<file path="config.mk">
export PLATFORM = sky130hd
export DESIGN_NAME = led_div_ctrl
export DESIGN_NICKNAME = d
export VERILOG_FILES = /design/src/rtl/led_pkg.sv /design/src/rtl/btn_debounce.sv /design/src/rtl/led_div_ctrl.sv
export SDC_FILE = /design/constraint.sdc
export NUM_CORES = 1
export LEC_CHECK = 0
export CORE_UTILIZATION = 55
export DETAILED_ROUTE_END_ITERATION = 8
export MAX_ROUTING_LAYER = met4
export PLACE_DENSITY = 0.81
export RECOVER_POWER = 100
export SKIP_LAST_GASP = 1
export SYNTH_ARGS = -nofsm -noshare
export SYNTH_HDL_FRONTEND = slang
export SYNTH_SLANG_ARGS = --single-unit
</file>
<file path="constraint.sdc">
create_clock -name clk100 -period 4.1 [get_ports clk100]
set_clock_uncertainty 0.05 [all_clocks]
set_input_delay 0.615 -clock clk100 [delete_from_list [all_inputs] [get_ports clk100]]
set_output_delay 0.615 -clock clk100 [all_outputs]
set_load 0.1 [all_outputs]
</file>
<file path="src/rtl/led_pkg.sv">
// ============================================================================
// Module  : led_pkg
// Brief   : Shared constants, debounce state type and divider step helper.
// Revision: 1.0 - initial release
// ============================================================================
`default_nettype none

package led_pkg;

    localparam int unsigned       DIV_W    = 5;
    localparam logic [DIV_W-1:0]  DIV_MAX  = 5'h14;
    localparam logic [27:0]       CNT_1S   = 28'h5F5E100;
    localparam int unsigned       DB_CNT_W = 24;

    typedef enum logic [1:0] {
        RELEASED    = 2'd0,
        PRESS_CNT   = 2'd1,
        PRESSED     = 2'd2,
        RELEASE_CNT = 2'd3
    } db_state_e;

    // Wrapping step over the legal range 1..DIV_MAX.
    function automatic logic [DIV_W-1:0] div_step(input logic [DIV_W-1:0] cur,
                                                  input logic             up);
        if (up) begin
            return (cur >= DIV_MAX) ? 5'd1 : cur + 5'd1;
        end
        return (cur <= 5'd1) ? DIV_MAX : cur - 5'd1;
    endfunction

endpackage

`default_nettype wire

</file>
<file path="src/rtl/btn_debounce.sv">
// ============================================================================
// Module  : btn_debounce
// Brief   : 2-flop synchronizer plus counting debounce FSM; one-cycle press_o.
// Revision: 1.0 - initial release
// ============================================================================
`default_nettype none

module btn_debounce
    import led_pkg::*;
#(
    parameter int unsigned DEBOUNCE_CYCLES = 1000000
) (
    input  logic clk100,
    input  logic rst_n,
    input  logic btn_i,
    output logic press_o
);

    localparam logic [DB_CNT_W-1:0] CNT_LAST = DB_CNT_W'(DEBOUNCE_CYCLES - 1);

    logic                sync1_q;
    logic                sync2_q;
    db_state_e           state_q;
    db_state_e           state_d;
    logic [DB_CNT_W-1:0] cnt_q;
    logic [DB_CNT_W-1:0] cnt_d;

    always_ff @(posedge clk100 or negedge rst_n) begin
        if (!rst_n) begin
            sync1_q <= 1'b0;
            sync2_q <= 1'b0;
            state_q <= RELEASED;
            cnt_q   <= '0;
        end else begin
            sync1_q <= btn_i;
            sync2_q <= sync1_q;
            state_q <= state_d;
            cnt_q   <= cnt_d;
        end
    end

    // The counter only advances below CNT_LAST; reaching it always leaves the state.
    always_comb begin
        state_d = state_q;
        cnt_d   = cnt_q;
        press_o = 1'b0;
        case (state_q)
            RELEASED: begin
                if (sync2_q) begin
                    state_d = PRESS_CNT;
                    cnt_d   = '0;
                end
            end
            PRESS_CNT: begin
                if (!sync2_q) begin
                    state_d = RELEASED;
                    cnt_d   = '0;
                end else if (cnt_q == CNT_LAST) begin
                    state_d = PRESSED;
                    cnt_d   = '0;
                    press_o = 1'b1;
                end else begin
                    cnt_d = cnt_q + 1'b1;
                end
            end
            PRESSED: begin
                if (!sync2_q) begin
                    state_d = RELEASE_CNT;
                    cnt_d   = '0;
                end
            end
            RELEASE_CNT: begin
                if (sync2_q) begin
                    state_d = PRESSED;
                    cnt_d   = '0;
                end else if (cnt_q == CNT_LAST) begin
                    state_d = RELEASED;
                    cnt_d   = '0;
                end else begin
                    cnt_d = cnt_q + 1'b1;
                end
            end
            default: begin
                state_d = RELEASED;
                cnt_d   = '0;
            end
        endcase
    end

endmodule

`default_nettype wire

</file>
<file path="src/rtl/led_div_ctrl.sv">
// ============================================================================
// Module  : led_div_ctrl
// Brief   : Up/down pushbuttons step a wrapping LED blink divider with a write pulse.
// Revision: 1.0 - initial release
// ============================================================================
`default_nettype none

module led_div_ctrl
    import led_pkg::*;
#(
    parameter int unsigned       DEBOUNCE_CYCLES = 1000000,
    parameter logic [DIV_W-1:0]  DIV_INIT        = 5'h1
) (
    input  logic             clk100,
    input  logic             rst_n,
    input  logic             btn_up_i,
    input  logic             btn_dn_i,
    output logic [DIV_W-1:0] div_o,
    output logic             wren_o
);

    logic             up_press;
    logic             dn_press;
    logic [DIV_W-1:0] div_q;
    logic [DIV_W-1:0] div_d;
    logic             wren_q;
    logic             wren_d;

    btn_debounce #(
        .DEBOUNCE_CYCLES (DEBOUNCE_CYCLES)
    ) u_db_up (
        .clk100  (clk100),
        .rst_n   (rst_n),
        .btn_i   (btn_up_i),
        .press_o (up_press)
    );

    btn_debounce #(
        .DEBOUNCE_CYCLES (DEBOUNCE_CYCLES)
    ) u_db_dn (
        .clk100  (clk100),
        .rst_n   (rst_n),
        .btn_i   (btn_dn_i),
        .press_o (dn_press)
    );

    // Simultaneous presses cancel: no update and no write pulse.
    always_comb begin
        div_d  = div_q;
        wren_d = 1'b0;
        if (up_press ^ dn_press) begin
            div_d  = div_step(div_q, up_press);
            wren_d = 1'b1;
        end
    end

    always_ff @(posedge clk100 or negedge rst_n) begin
        if (!rst_n) begin
            div_q  <= DIV_INIT;
            wren_q <= 1'b0;
        end else begin
            div_q  <= div_d;
            wren_q <= wren_d;
        end
    end

    assign div_o  = div_q;
    assign wren_o = wren_q;

endmodule

`default_nettype wire

</file>
* Word level (Yosys, flattened, before mapping)
Cells that the tools add are included.
** Word-level totals
- Bits in registers :: 62
- Word-level logic and storage cells :: 78
- Input port bits :: 4
** Operators by class
- Order comparisons :: 2
- Reduce and logical (&&, ||, !) cells :: 6
- Bitwise logic cells :: 1
- $add $sub $neg :: 4
- Multiplexer cells :: 39
- Equal/unequal tests :: 16
** Operator list (count)
- 24-bit 2-to-1 mux :: 10
- 24-bit one-hot mux with 4 select lines :: 2
- 24-bit by 1-bit adder with 24-bit output, second input constant :: 2
- 24-bit by 20-bit == test with 1-bit output, second input constant :: 2
- 2-bit 2-to-1 mux :: 12
- 5-bit 2-to-1 mux :: 4
- 2-bit one-hot mux with 4 select lines :: 2
- 1-bit 2-to-1 mux :: 9
- 2-bit == test, second input constant :: 4
- 4-bit AND reduction :: 2
- 3-bit by 1-bit != test with 1-bit output, second input constant :: 2
- 3-bit != test, second input constant :: 2
- 5-bit by 1-bit adder with 5-bit output, second input constant :: 1
- 5-bit greater-or-equal comparator, second input constant :: 1
- 5-bit by 1-bit less-or-equal comparator with 1-bit output, second input constant :: 1
- 5-bit by 1-bit subtractor with 5-bit output, second input constant :: 1
- 2-bit by 1-bit == test with 1-bit output, second input constant :: 2
- 2-bit logical NOT :: 2
- 2-bit by 1-bit != test with 1-bit output, second input constant :: 2
- 2-bit != test, second input constant :: 2
- 2-bit AND reduction :: 2
- 1-bit XOR :: 1

* Logic depth before layout (Yosys ltp)
Gate-level depths: netlist of the first run.
- Depth after elaboration :: 7
- Depth in mapped cells :: 8
- Depth with buffers taken out :: 7

* Hierarchy
From an unflattened synthesis of the first run, not the netlist that was laid out.
** Unflattened totals
- Cell total of the unflattened synthesis :: 380
- Area, all modules :: 3659.8 um2
** By module, submodules not included
- btn_debounce :: instances 2, sequential area each 700.7 um2, cells an instance 164, area each 1587.8 um2
- led_div_ctrl :: instances 1, sequential area each 151.4 um2, cells an instance 52, area each 484.2 um2

* Worst setup path before layout of the first run
OpenSTA, ideal clock, no wires.
- Kind :: register -> register
- Start :: register u_db_up.cnt_q[20]
- End :: register div_q[1], in the netlist div_o[1]
- Library setup time :: 0.118 ns
- Arrival :: 2.262 ns
- Cell stages (with the launch flop) :: 7
- Slack :: 1.670 ns
- Path buffers :: 1
- Cell sequence :: dfrtp_1 -> or4_1 -> or4_4 -> buf_6 -> a211o_4 -> and3_2 -> a21o_1
** On the way
- Longest elaborated chain between the ends :: 7
- Elaborated cells on any way between the ends :: 8
- Classes of those cells :: eq/ne: 1; mux: 6; bitwise: 1
** Ends and longest elaborated chain
- start, declared :: line btn_debounce.sv:25 : logic [DB_CNT_W-1:0] cnt_q;
- start signal, assigned :: line btn_debounce.sv:38 : cnt_q <= cnt_d;
- 24-bit by 20-bit == test with 1-bit output (*) :: line btn_debounce.sv:58 : end else if (cnt_q == CNT_LAST) begin
- 1-bit 2-to-1 mux (*) :: line btn_debounce.sv:58
- 1-bit 2-to-1 mux (*) :: line btn_debounce.sv:55 : if (!sync2_q) begin
- 1-bit 2-to-1 mux (*) :: line btn_debounce.sv:47 : case (state_q)
- 1-bit 2-to-1 mux :: line led_pkg.sv:25 : if (up) begin
- 1-bit 2-to-1 mux :: line led_div_ctrl.sv:51 : if (up_press ^ dn_press) begin
- 5-bit 2-to-1 mux :: line led_pkg.sv:28 : return (cur <= 5'd1) ? DIV_MAX : cur - 5'd1;
- end signal, assigned :: line led_div_ctrl.sv:62 : div_q <= div_d;
- end, declared :: line led_div_ctrl.sv:24 : logic [DIV_W-1:0] div_q;
Every way passes the cells marked *; elsewhere a longest branch is shown, timed or not. The select of a mux whose other input is x is not followed.
A chain may end at the register's enable or synchronous reset.

* Final worst setup path of the first run
- Start :: register u_db_dn.cnt_q[0]
- End :: register u_db_dn.cnt_q[20]
** On the way
- Longest elaborated chain between the ends :: 4
- Elaborated cells on any way between the ends :: 6
- Classes of those cells :: add/sub: 1; eq/ne: 1; mux: 4
** Ends and longest elaborated chain (line)
- start, declared :: btn_debounce.sv:25
- start signal, assigned :: btn_debounce.sv:38
- 24-bit by 1-bit adder with 24-bit output or 24-bit by 20-bit == test with 1-bit output (tied branches)
- 24-bit 2-to-1 mux (*) :: btn_debounce.sv:58, btn_debounce.sv:76
- 24-bit 2-to-1 mux, on equally long branches :: btn_debounce.sv:73, btn_debounce.sv:55
- 24-bit one-hot mux with 4 select lines (*) :: btn_debounce.sv:47
Every way passes the cells marked *; elsewhere a longest branch is shown, timed or not.

==> qor.csv, run 1 <==
stage,metric,value,unit
global_routing,first-pass GRT wire length,13100,um
pwr,Leak,1.60,nW
floorplan,die extent in y,83.3,um
worst_setup_path,Worst Path Arrival,3.24,ns
worst_setup_path,critical path type,register to register,
timing,final-report hold violation count,0,
cts,Inserted Clock Buffers,9,
place,HPWL Detailed,5000,um
cts,CTS sink cnt,62,
pwr,P per Cell Area,336,nW/um2
logic_synthesis,share of the synthesized area in the top cell type,42.0,%
cts,post-CTS sizing,0,
timing,fin crit period,3.05,ns
global_routing,largest net degree at the start of global routing,46,
pwr,Design Power,1.32,mW
timing,fin. max-slew vios,88,
global_routing,number of global-route vias before repair,2905,
finish,Reg area,1550,um2
drt,Pre-antenna DRT Iters,5,
logic_synthesis,"Primary FF master, synth",dfrtp_1,
status,failing checks,"max-capacitance violations, max-slew violations",
global_routing,total track usage,23.9,%
status,status,"finished, violations left",
run,max-cap viol count,2,
floorplan,Die Area,6940,um2
finish,share of layout cells above drive strength 1,7.56,%
global_routing,GR peak layer,met2,
global_routing,GRT overflow,0,
global_routing,antenna violations before repair,0,
logic_synthesis,"Seq/Total Area, Yosys",42.7,%
timing,hold_ws,0.299,ns
cts,hold_buf cts,0,
floorplan,Die Width,83.3,um
worst_setup_path,r2r endpoint,u_db_dn.cnt_q[20],
worst_setup_path,startpoint types,register,
global_routing,M2 GR Usage,37.2,%
worst_setup_path,WP data required,4.29,ns
drt,vias,3096,
floorplan,row cnt,29,
finish,utilization after layout,61.9,%
hold_path,WHS Endpoint,u_db_up.sync2_q,
logic_synthesis,Post-synth ARST share,100,%
logic_synthesis,syn avg cell area,9.08,um2
worst_setup_path,Reg2Reg Setup Slack,1.05,ns
logic_synthesis,"Cell Area, Synth",3630,um2
floorplan,core area,6350,um2
worst_setup_path,crit end category,register,
cts,Post-CTS Setup Bufs,0,
finish,# diodes,0,
drt,Final ANT Viol Nets,0,
logic_synthesis,syn_nets,410,
timing,Slew headroom,-48.8,%
place,RD Place Congestion,0.854,
cts,"Reg clk slew, reported paths",0.07,ns
hold_path,HP Start,u_db_up.sync1_q,
drt,final WL,7420,um
finish,nets@finish,415,
logic_synthesis,Post-Syn Instances,400,
finish,Area Growth Syn to Fin,8.09,%
cts,maximum clock path buffer count,2,
drt,Initial DRC Count,359,
cts,clock latency reported for the late side of the worst-skew pair,0.33,ns
finish,most frequent cells in the layout,"dfrtp_1, nand3_1, a21oi_1, nand2_1, o21ai_0",
logic_synthesis,Synth Warn #,0,
worst_setup_path,worst reg-to-reg path cell count,7,
finish,"most common cell after layout, fill and taps aside",dfrtp_1,
place,Port Buffers,9,
hold_path,Hold Path Depth,0,
finish,fillcell total,504,
timing,Final period util,74.3,%
logic_synthesis,Post-synth EDFFs,0,
logic_synthesis,Synth Register Bits,62,
worst_setup_path,r2r startpoint,u_db_dn.cnt_q[0],
drt,Via-to-Cell Ratio,6.36,
timing,Setup TNS,0,ns
timing,Setup-failing EPs final,0,
logic_synthesis,Synth cell types,52,
timing,unrepaired setup endpoints after global routing,no,
floorplan,Ports,10,
logic_synthesis,main area contributors after synthesis,"dfrtp_1, mux2i_1, nand3_1",
global_routing,met1 usage,30.6,%
timing,worst slew pin tran,2.23,ns
drt,drt drc,0,
global_routing,grt met3 use,6.26,%
finish,multi-input logic area,1930,um2
timing,maximum operating frequency,328,MHz
cts,clock root buffer master,clkbuf_8,
drt,drt wl/cell,15.2,um
worst_setup_path,Crit Path Max Fanout,45,
pwr,worst vdd ir,0.217,mV
cts,CTS tree,done,
hold_path,hold crit path type,register to register,
cts,# H-tree levels,3,
floorplan,Initial Utilization,57.2,%
logic_synthesis,largest area contributor in the netlist,dfrtp_1,
==> per-layer routing <==
| metal | up-vias | part of all wire, % |
|---|---|---|
| met5 | - | 0 |
| met4 | 0 | 1.4 |
| met3 | 15 | 4.8 |
| met2 | 85 | 48 |
| met1 | 1494 | 46 |
| li1 | 1502 | - |
==> kinds of logic after synthesis <==
logic type | after synthesis | share of synthesized area, %
xor+xnor | 7 | 1.69
fa+ha+maj | 6 | 2.07
buf+inv | 35 | 4.13
compound gates | 107 | 19.3
mux | 20 | 5.61
simple gates | 163 | 24.5
flops | 62 | 42.7
==> worst max-delay path by stage <==
| stage | from | endpoint | slack, ns | depth (start not counted) |
|---|---|---|---|---|
| 3_3_place_gp | u_db_up.cnt_q[20] | u_db_up.cnt_q[8] | 1.56 | 6 |
| 4_1_cts | div_o[0] | div_o[0] | 1.28 | 1 |
| 2_1_floorplan | u_db_up.cnt_q[20] | div_o[1] | 1.67 | 6 |
| 3_5_place_dp | u_db_up.cnt_q[20] | u_db_up.cnt_q[19] | 1.48 | 6 |
| 6_report | u_db_dn.cnt_q[0] | u_db_dn.cnt_q[20] | 1.05 | 7 |
| 5_1_grt | u_db_dn.cnt_q[0] | u_db_dn.cnt_q[21] | 0.73 | 7 |
==> sequential cells by signal (all words and copies together) (netlist names), named ones only <==
register         count
wren_o               1
u_db_up.cnt_q       24
u_db_dn.sync1_q      1
div_o                5
u_db_dn.sync2_q      1
u_db_up.sync1_q      1
u_db_dn.cnt_q       24
u_db_up.sync2_q      1
u_db_dn.state_q      1
u_db_up.state_q      1
==> where the power goes <==
| group | internal (mW) | leakage [nW] | switching [mW] |
|---|---|---|---|
| combinational | 0.0609 | 0.662 | 0.112 |
| sequential | 0.630 | 0.846 | 0.0258 |
| clock | 0.269 | 0.0937 | 0.223 |
| total | 0.960 | 1.60 | 0.360 |
==> area by class of cell <==
class / instances / share of cell area (%)
clock buffers: 15 / 4.49
multi-input cells: 303 / 49.1
inverters: 15 / 1.43
flip-flops and latches: 62 / 39.5
repair buffers: 14 / 2.90
well taps: 77 / 2.45
clock inverters: 1 / 0.127
==> through the flow <==
| step | setup WS (ns) | std cells | area, um2 |
|---|---|---|---|
| floorplan | 1.67 | 400 | 3630 |
| global placement | 1.56 | 471 | 3760 |
| detailed placement | 1.48 | 471 | 3760 |
| CTS | 1.28 | 487 | 3940 |
| global route | 0.730 | 487 | 3930 |
| finish | 1.05 | 487 | 3930 |
==> synthesized netlist by cell type (6+ instances only) <==
master and instances:
nand2_1 31, o21ai_0 22, clkbuf_1 17, nand3_1 34, a21o_1 15, mux2i_1 17, nor3_1 12, and2_1 7
nor4_1 6, inv_1 15, and4_1 6, a21oi_1 32, and3_1 7, nand4_1 17, nor2_1 16, ha_1 6
a22o_1 6, dfrtp_1 61
==> critical path: stages (launching register included) <==
cell	delay, ns
dfrtp_1	0.42
ha_1	0.25
and3_1	0.25
nand4_1	0.16
o31a_1	0.14
clkbuf_1	1.18
o21ai_0	0.25
a31oi_1	0.25
No activity file was read; power rests on OpenSTA's default activity.
==> inputs of run 2 (changes only) <==
--- a/config.mk
+++ b/config.mk
@@ -8,7 +8,7 @@
 export CORE_UTILIZATION = 55
 export DETAILED_ROUTE_END_ITERATION = 8
 export MAX_ROUTING_LAYER = met4
-export PLACE_DENSITY = 0.81
+export PLACE_DENSITY = 0.84
 export RECOVER_POWER = 100
 export SKIP_LAST_GASP = 1
 export SYNTH_ARGS = -nofsm -noshare
==> constraint.sdc (replaced) <==
create_clock -name clk100 -period 2.65 [get_ports clk100]
set_clock_uncertainty 0.05 [all_clocks]
set_input_delay 0.3975 -clock clk100 [delete_from_list [all_inputs] [get_ports clk100]]
set_output_delay 0.3975 -clock clk100 [all_outputs]
set_load 0.1 [all_outputs]
==> qor.csv, run 2 (synthesis results as in run 1) <==
stage,metric,value,unit,change
global_routing,GRT overflow,0,,unchanged
drt,drt wl/cell,15.6,um,+2.3%
worst_setup_path,CP top delay family,simple AND/OR/NAND/NOR gates,,
place,HPWL Detailed,5230,um,+4.6%
cts,clock root buffer master,clkbuf_8,,
worst_setup_path,WP data required,2.82,ns,-1.47 ns
global_routing,largest net degree at the start of global routing,46,,unchanged
cts,post-CTS sizing,0,,unchanged
cts,Post-CTS Setup Bufs,0,,unchanged
drt,drt drc,0,,unchanged
global_routing,number of global-route vias before repair,2966,,+2.1%
cts,maximum clock path buffer count,2,,unchanged
global_routing,antenna violations before repair,0,,unchanged
timing,hold_ws,0.297,ns,-0.00160 ns
floorplan,die extent in y,83.3,um,unchanged
cts,# H-tree levels,3,,unchanged
cts,CTS sink cnt,62,,unchanged
pwr,Sw Pwr,0.590,mW,+64%
finish,utilization after layout,62.1,%,+0.30 points
cts,CTS tree,done,,
finish,Area Growth Syn to Fin,8.61,%,
worst_setup_path,r2r startpoint,u_db_dn.cnt_q[13],,
timing,unrepaired setup endpoints after global routing,no,,
hold_path,HP Start,u_db_up.sync1_q,,
drt,vias,3111,,+0.48%
worst_setup_path,WP buf/inv,1,,unchanged
pwr,sequential share of power,47.5,%,-2.2 points
pwr,sw frac,27.7,%,+0.39 points
cts,"Reg clk slew, reported paths",0.07,ns,about the same
worst_setup_path,Critical-path top delay cell,or3b_2,,
cts,Inserted Clock Buffers,9,,unchanged
floorplan,Initial Utilization,57.2,%,unchanged
floorplan,row cnt,29,,unchanged
global_routing,first-pass GRT wire length,13600,um,+3.4%
floorplan,core area,6350,um2,unchanged
floorplan,Die Width,83.3,um,unchanged
finish,"most common cell after layout, fill and taps aside",dfrtp_1,,
cts,clock latency reported for the late side of the worst-skew pair,0.34,ns,about the same
pwr,Internal Dissipation,1.54,mW,+61%
drt,Initial DRC Count,228,,-36%
worst_setup_path,Worst path max stage delay,0.53,ns,-0.65 ns
finish,# diodes,0,,unchanged
worst_setup_path,Worst Setup SP,u_db_dn.cnt_q[13],,
timing,Setup TNS,0,ns,unchanged
timing,fin crit period,2.53,ns,-0.513 ns
timing,final-report hold violation count,0,,unchanged
finish,post-route design area,3950,um2,+0.48%
global_routing,total track usage,24.8,%,+0.97 points
finish,share of layout cells above drive strength 1,9.38,%,+1.8 points
floorplan,Die Area,6940,um2,unchanged
timing,Final period util,95.6,%,+21 points
floorplan,Ports,10,,unchanged
drt,final WL,7690,um,+3.6%
drt,Pre-antenna DRT Iters,5,,unchanged
place,RD Place Congestion,0.910,,+6.4%
cts,hold_buf cts,0,,unchanged
drt,Final ANT Viol Nets,0,,unchanged
timing,fin. max-slew vios,0,,-100%
worst_setup_path,critical-path cell list,or3b_2 > or2_2 > o31a_1 > clkbuf_4 > a21o_1 > a22o_1,,
pwr,P per Cell Area,540,nW/um2,+61%
finish,nets@finish,421,,+1.4%
timing,maximum operating frequency,395,MHz,+20%
pwr,Leak,1.61,nW,+0.29%
pwr,Clk pwr share,39.3,%,+2.0 points
drt,Via-to-Cell Ratio,6.31,,-0.74%
hold_path,hold crit path type,register to register,,
worst_setup_path,startpoint types,register,,
worst_setup_path,crit end category,register,,
status,status,"finished, final reports clean",,
timing,Setup-failing EPs final,0,,unchanged
pwr,Comb power frac,13.2,%,about the same
finish,most frequent cells in the layout,"dfrtp_1, nand3_1, a21oi_1, nand2_1, o21ai_0",,
timing,Slew headroom,4.35,%,+53 points
timing,worst slew pin tran,1.43,ns,-0.798 ns
pwr,worst vdd ir,0.477,mV,+120%
run,max-cap viol count,0,,-2
worst_setup_path,Worst Path Arrival,2.71,ns,-0.53 ns
worst_setup_path,Crit Path Max Fanout,45,,unchanged
worst_setup_path,critical path type,register to register,,
place,Placed Area,3810,um2,+1.5%
place,Port Buffers,9,,unchanged
run 2: cell types whose count changed in the layout (fill, tap and decap cells not counted), moves of 2 or more:
cell	change
buf_4	+5
clkbuf_8	-2
clkbuf_2	+2
clkbuf_1	+4
dlygate4sd3_1	-6
run 2: path summary, 6_finish.rpt:
check / end / cells past startpoint / slack, ns
max in group asynchronous: u_db_up.cnt_q[20] / 2 / 0.63
min reg2reg: u_db_up.sync2_q / 0 / 0.30
max reg2reg: u_db_dn.cnt_q[5] / 6 / 0.12
min: u_db_up.sync2_q / 0 / 0.30
min in group asynchronous: u_db_up.cnt_q[8] / 1 / 0.32
max: u_db_dn.cnt_q[5] / 6 / 0.12
run 2: per-layer routing:
metal | vias up | GRT usage (%) | wire, um
li1 | 1521 | - | -
met1 | 1496 | 32.4 | 3460
met2 | 78 | 37.9 | 3760
met3 | 16 | 5.47 | 350
met4 | 0 | 9.72 | 116
met5 | - | - | 0
run 2: power groups by stage:
stage / logic, mW / clock network, mW / registers [mW]
6_report: 0.281 / 0.839 / 1.01
5_1_grt: 0.317 / 0.896 / 1.02
4_1_cts: 0.290 / 0.851 / 1.01
3_5_place_dp: 0.288 / 0 / 1.03
3_3_place_gp: 0.282 / 0 / 1.03
2_1_floorplan: 0.196 / 0 / 1.02
run 2: through the flow:
stage               cells  power (mW)  setup WS [ns]
global placement      477        1.31          0.221
floorplan             400        1.22          0.220
global route          493        2.23         0.0499
finish                493        2.13          0.117
detailed placement    477        1.32          0.188
CTS                   493        2.15          0.181
run 2: cell type report:
type	instances	area (um2)
Fill cell	512	2400
Multi-Input combinational cell	303	1920
Sequential cell	62	1550
Clock buffer	13	149
Timing Repair Buffer	20	124
Tap cell	77	96.3
Inverter	15	56.3
Clock inverter	3	46.3
==> inputs of run 3 (changes only) <==
==> constraint.sdc (replaced) <==
create_clock -name clk100 -period 2.2 [get_ports clk100]
set_clock_uncertainty 0.05 [all_clocks]
set_input_delay 0.33 -clock clk100 [delete_from_list [all_inputs] [get_ports clk100]]
set_output_delay 0.33 -clock clk100 [all_outputs]
set_load 0.1 [all_outputs]
==> qor.csv, run 3 (synthesis results as in run 1) <==
stage,metric,value,unit,change
worst_setup_path,critical path type,register to register,,
worst_setup_path,startpoint types,register,,
timing,worst slew pin tran,1.29,ns,-0.141 ns
worst_setup_path,Crit Path Max Fanout,8,,-82%
place,Placed Area,4070,um2,+6.7%
worst_setup_path,crit end category,register,,
worst_setup_path,Critical-path top delay cell,or4_4,,
worst_setup_path,WP data required,2.43,ns,-0.39 ns
global_routing,GRT overflow,0,,unchanged
global_routing,total track usage,27.4,%,+2.5 points
cts,# H-tree levels,3,,unchanged
pwr,worst vdd ir,0.490,mV,+2.7%
status,failing checks,negative setup slack,,
global_routing,antenna violations before repair,0,,unchanged
finish,fillcell total,466,,-9.0%
status,status,"finished, violations left",,
pwr,P per Cell Area,612,nW/um2,+13%
worst_setup_path,Worst path max stage delay,0.59,ns,+0.06 ns
global_routing,first-pass GRT wire length,14800,um,+8.6%
hold_path,Hold Path Depth,0,,unchanged
finish,# diodes,0,,unchanged
worst_setup_path,worst reg-to-reg path cell count,5,,-1
global_routing,largest net degree at the start of global routing,39,,-15%
cts,clock root buffer master,clkbuf_8,,
place,Port Buffers,9,,unchanged
drt,vias,3420,,+9.9%
cts,CTS sink cnt,62,,unchanged
drt,drt wl/cell,16.5,um,+5.6%
worst_setup_path,WP depth,5,,-1
timing,"crit path setup slack, layout",-0.133,ns,-0.250 ns
worst_setup_path,CP top delay family,simple AND/OR/NAND/NOR gates,,
timing,fin crit period,2.33,ns,-0.200 ns
finish,post-route design area,4370,um2,+11%
pwr,Design Power,2.68,mW,+26%
floorplan,Initial Utilization,57.2,%,unchanged
finish,"most common cell after layout, fill and taps aside",dfrtp_1,,
run,max-cap viol count,0,,unchanged
timing,final-report hold violation count,0,,unchanged
place,HPWL Detailed,5910,um,+13%
drt,Final ANT Viol Nets,0,,unchanged
cts,maximum clock path buffer count,2,,unchanged
cts,CTS tree,done,,
place,RD Place Congestion,0.909,,about the same
worst_setup_path,critical-path cell list,or4b_4 > or4_4 > a211o_4 > o31a_1 > a21oi_2,,
drt,Initial DRC Count,255,,+12%
finish,nets@finish,462,,+9.7%
timing,Final period util,106,%,+10 points
floorplan,die extent in y,83.3,um,unchanged
timing,fin. max-slew vios,0,,unchanged
cts,clock latency reported for the late side of the worst-skew pair,0.34,ns,about the same
hold_path,hold crit path type,register to register,,
timing,Slew headroom,13.8,%,+9.4 points
place,placed cells,512,,+7.3%
timing,unrepaired setup endpoints after global routing,yes,,
timing,maximum operating frequency,429,MHz,+8.6%
finish,most frequent cells in the layout,"dfrtp_1, buf_4, nand3_1, a21oi_1, nand2_1",,
pwr,Leak,1.87,nW,+16%
finish,Area Growth Syn to Fin,20.4,%,
worst_setup_path,WP buf/inv,0,,-1
worst_setup_path,Worst Path Arrival,2.56,ns,-0.15 ns
floorplan,Ports,10,,unchanged
drt,final WL,8800,um,+14%
floorplan,row cnt,29,,unchanged
cts,"Reg clk slew, reported paths",0.08,ns,about the same
global_routing,number of global-route vias before repair,3237,,+9.1%
drt,drt drc,0,,unchanged
worst_setup_path,Reg2Reg Setup Slack,-0.13,ns,-0.25 ns
drt,Pre-antenna DRT Iters,4,,-1
cts,Inserted Clock Buffers,9,,unchanged
floorplan,Die Width,83.3,um,unchanged
finish,Post-Layout Cell Count,534,,+8.3%
floorplan,core area,6350,um2,unchanged
timing,Setup-failing EPs final,4,,+4
drt,Via-to-Cell Ratio,6.40,,+1.5%
finish,share of layout cells above drive strength 1,21.4,%,+12 points
floorplan,Die Area,6940,um2,unchanged
-- run 3: cell type report --
| type | instances | area, um2 | area share [%] |
|---|---|---|---|
| multi-input cells | 303 | 1990 | 45.4 |
| flip-flops and latches | 62 | 1550 | 35.5 |
| repair buffers | 61 | 480 | 11.0 |
| clock buffers | 10 | 138 | 3.15 |
| well taps | 77 | 96.3 | 2.20 |
| clock inverters | 6 | 61.3 | 1.40 |
| inverters | 15 | 56.3 | 1.29 |
-- run 3: path summary, 6_finish.rpt --
kind,start,endpoint
worst max-delay path,u_db_up.cnt_q[15],div_o[3]
min in group asynchronous,rst_n,u_db_up.cnt_q[8]
max in group asynchronous,rst_n,u_db_up.cnt_q[19]
worst min-delay path,u_db_up.sync1_q,u_db_up.sync2_q
worst min register to register,u_db_up.sync1_q,u_db_up.sync2_q
worst max register to register,u_db_up.cnt_q[15],div_o[3]
-- run 3: report_power, final --
group	internal, mW	leakage, nW	switching (mW)	total [mW]
Sequential	1.17	0.845	0.0387	1.21
Clock	0.550	0.102	0.471	1.02
Combinational	0.189	0.922	0.255	0.445
Total	1.91	1.87	0.765	2.68
-- run 3: per-layer routing --
metal	vias to the layer above	wire, um	track usage, %
met5	-	0	-
met4	0	210	12.7
met3	22	498	5.77
met2	130	4350	43.5
met1	1663	3740	33.5
li1	1605	-	-
-- run 3: repair_timing --
action	4_1_cts	5_1_grt
hold buffers	1	0
hold endpoints to repair	28	0
buffers inserted	1	3
pin swaps	3	3
setup endpoints to repair	8	21
cloned	1	0
resized for setup	2	10
-- run 3: per-stage QoR --
stage          setup TNS, ns  utilization, %  worst slack (ns)  hold slack (ns)
6_report              -0.436            68.9            -0.133            0.303
5_1_grt               -0.970            68.9            -0.164            0.321
4_1_cts               -0.417            68.1            -0.133            0.308
3_5_place_dp          -0.472            64.1            -0.109            0.289
3_3_place_gp          -0.235            64.1           -0.0717            0.284
2_1_floorplan         -0.488               -            -0.137          -0.0156
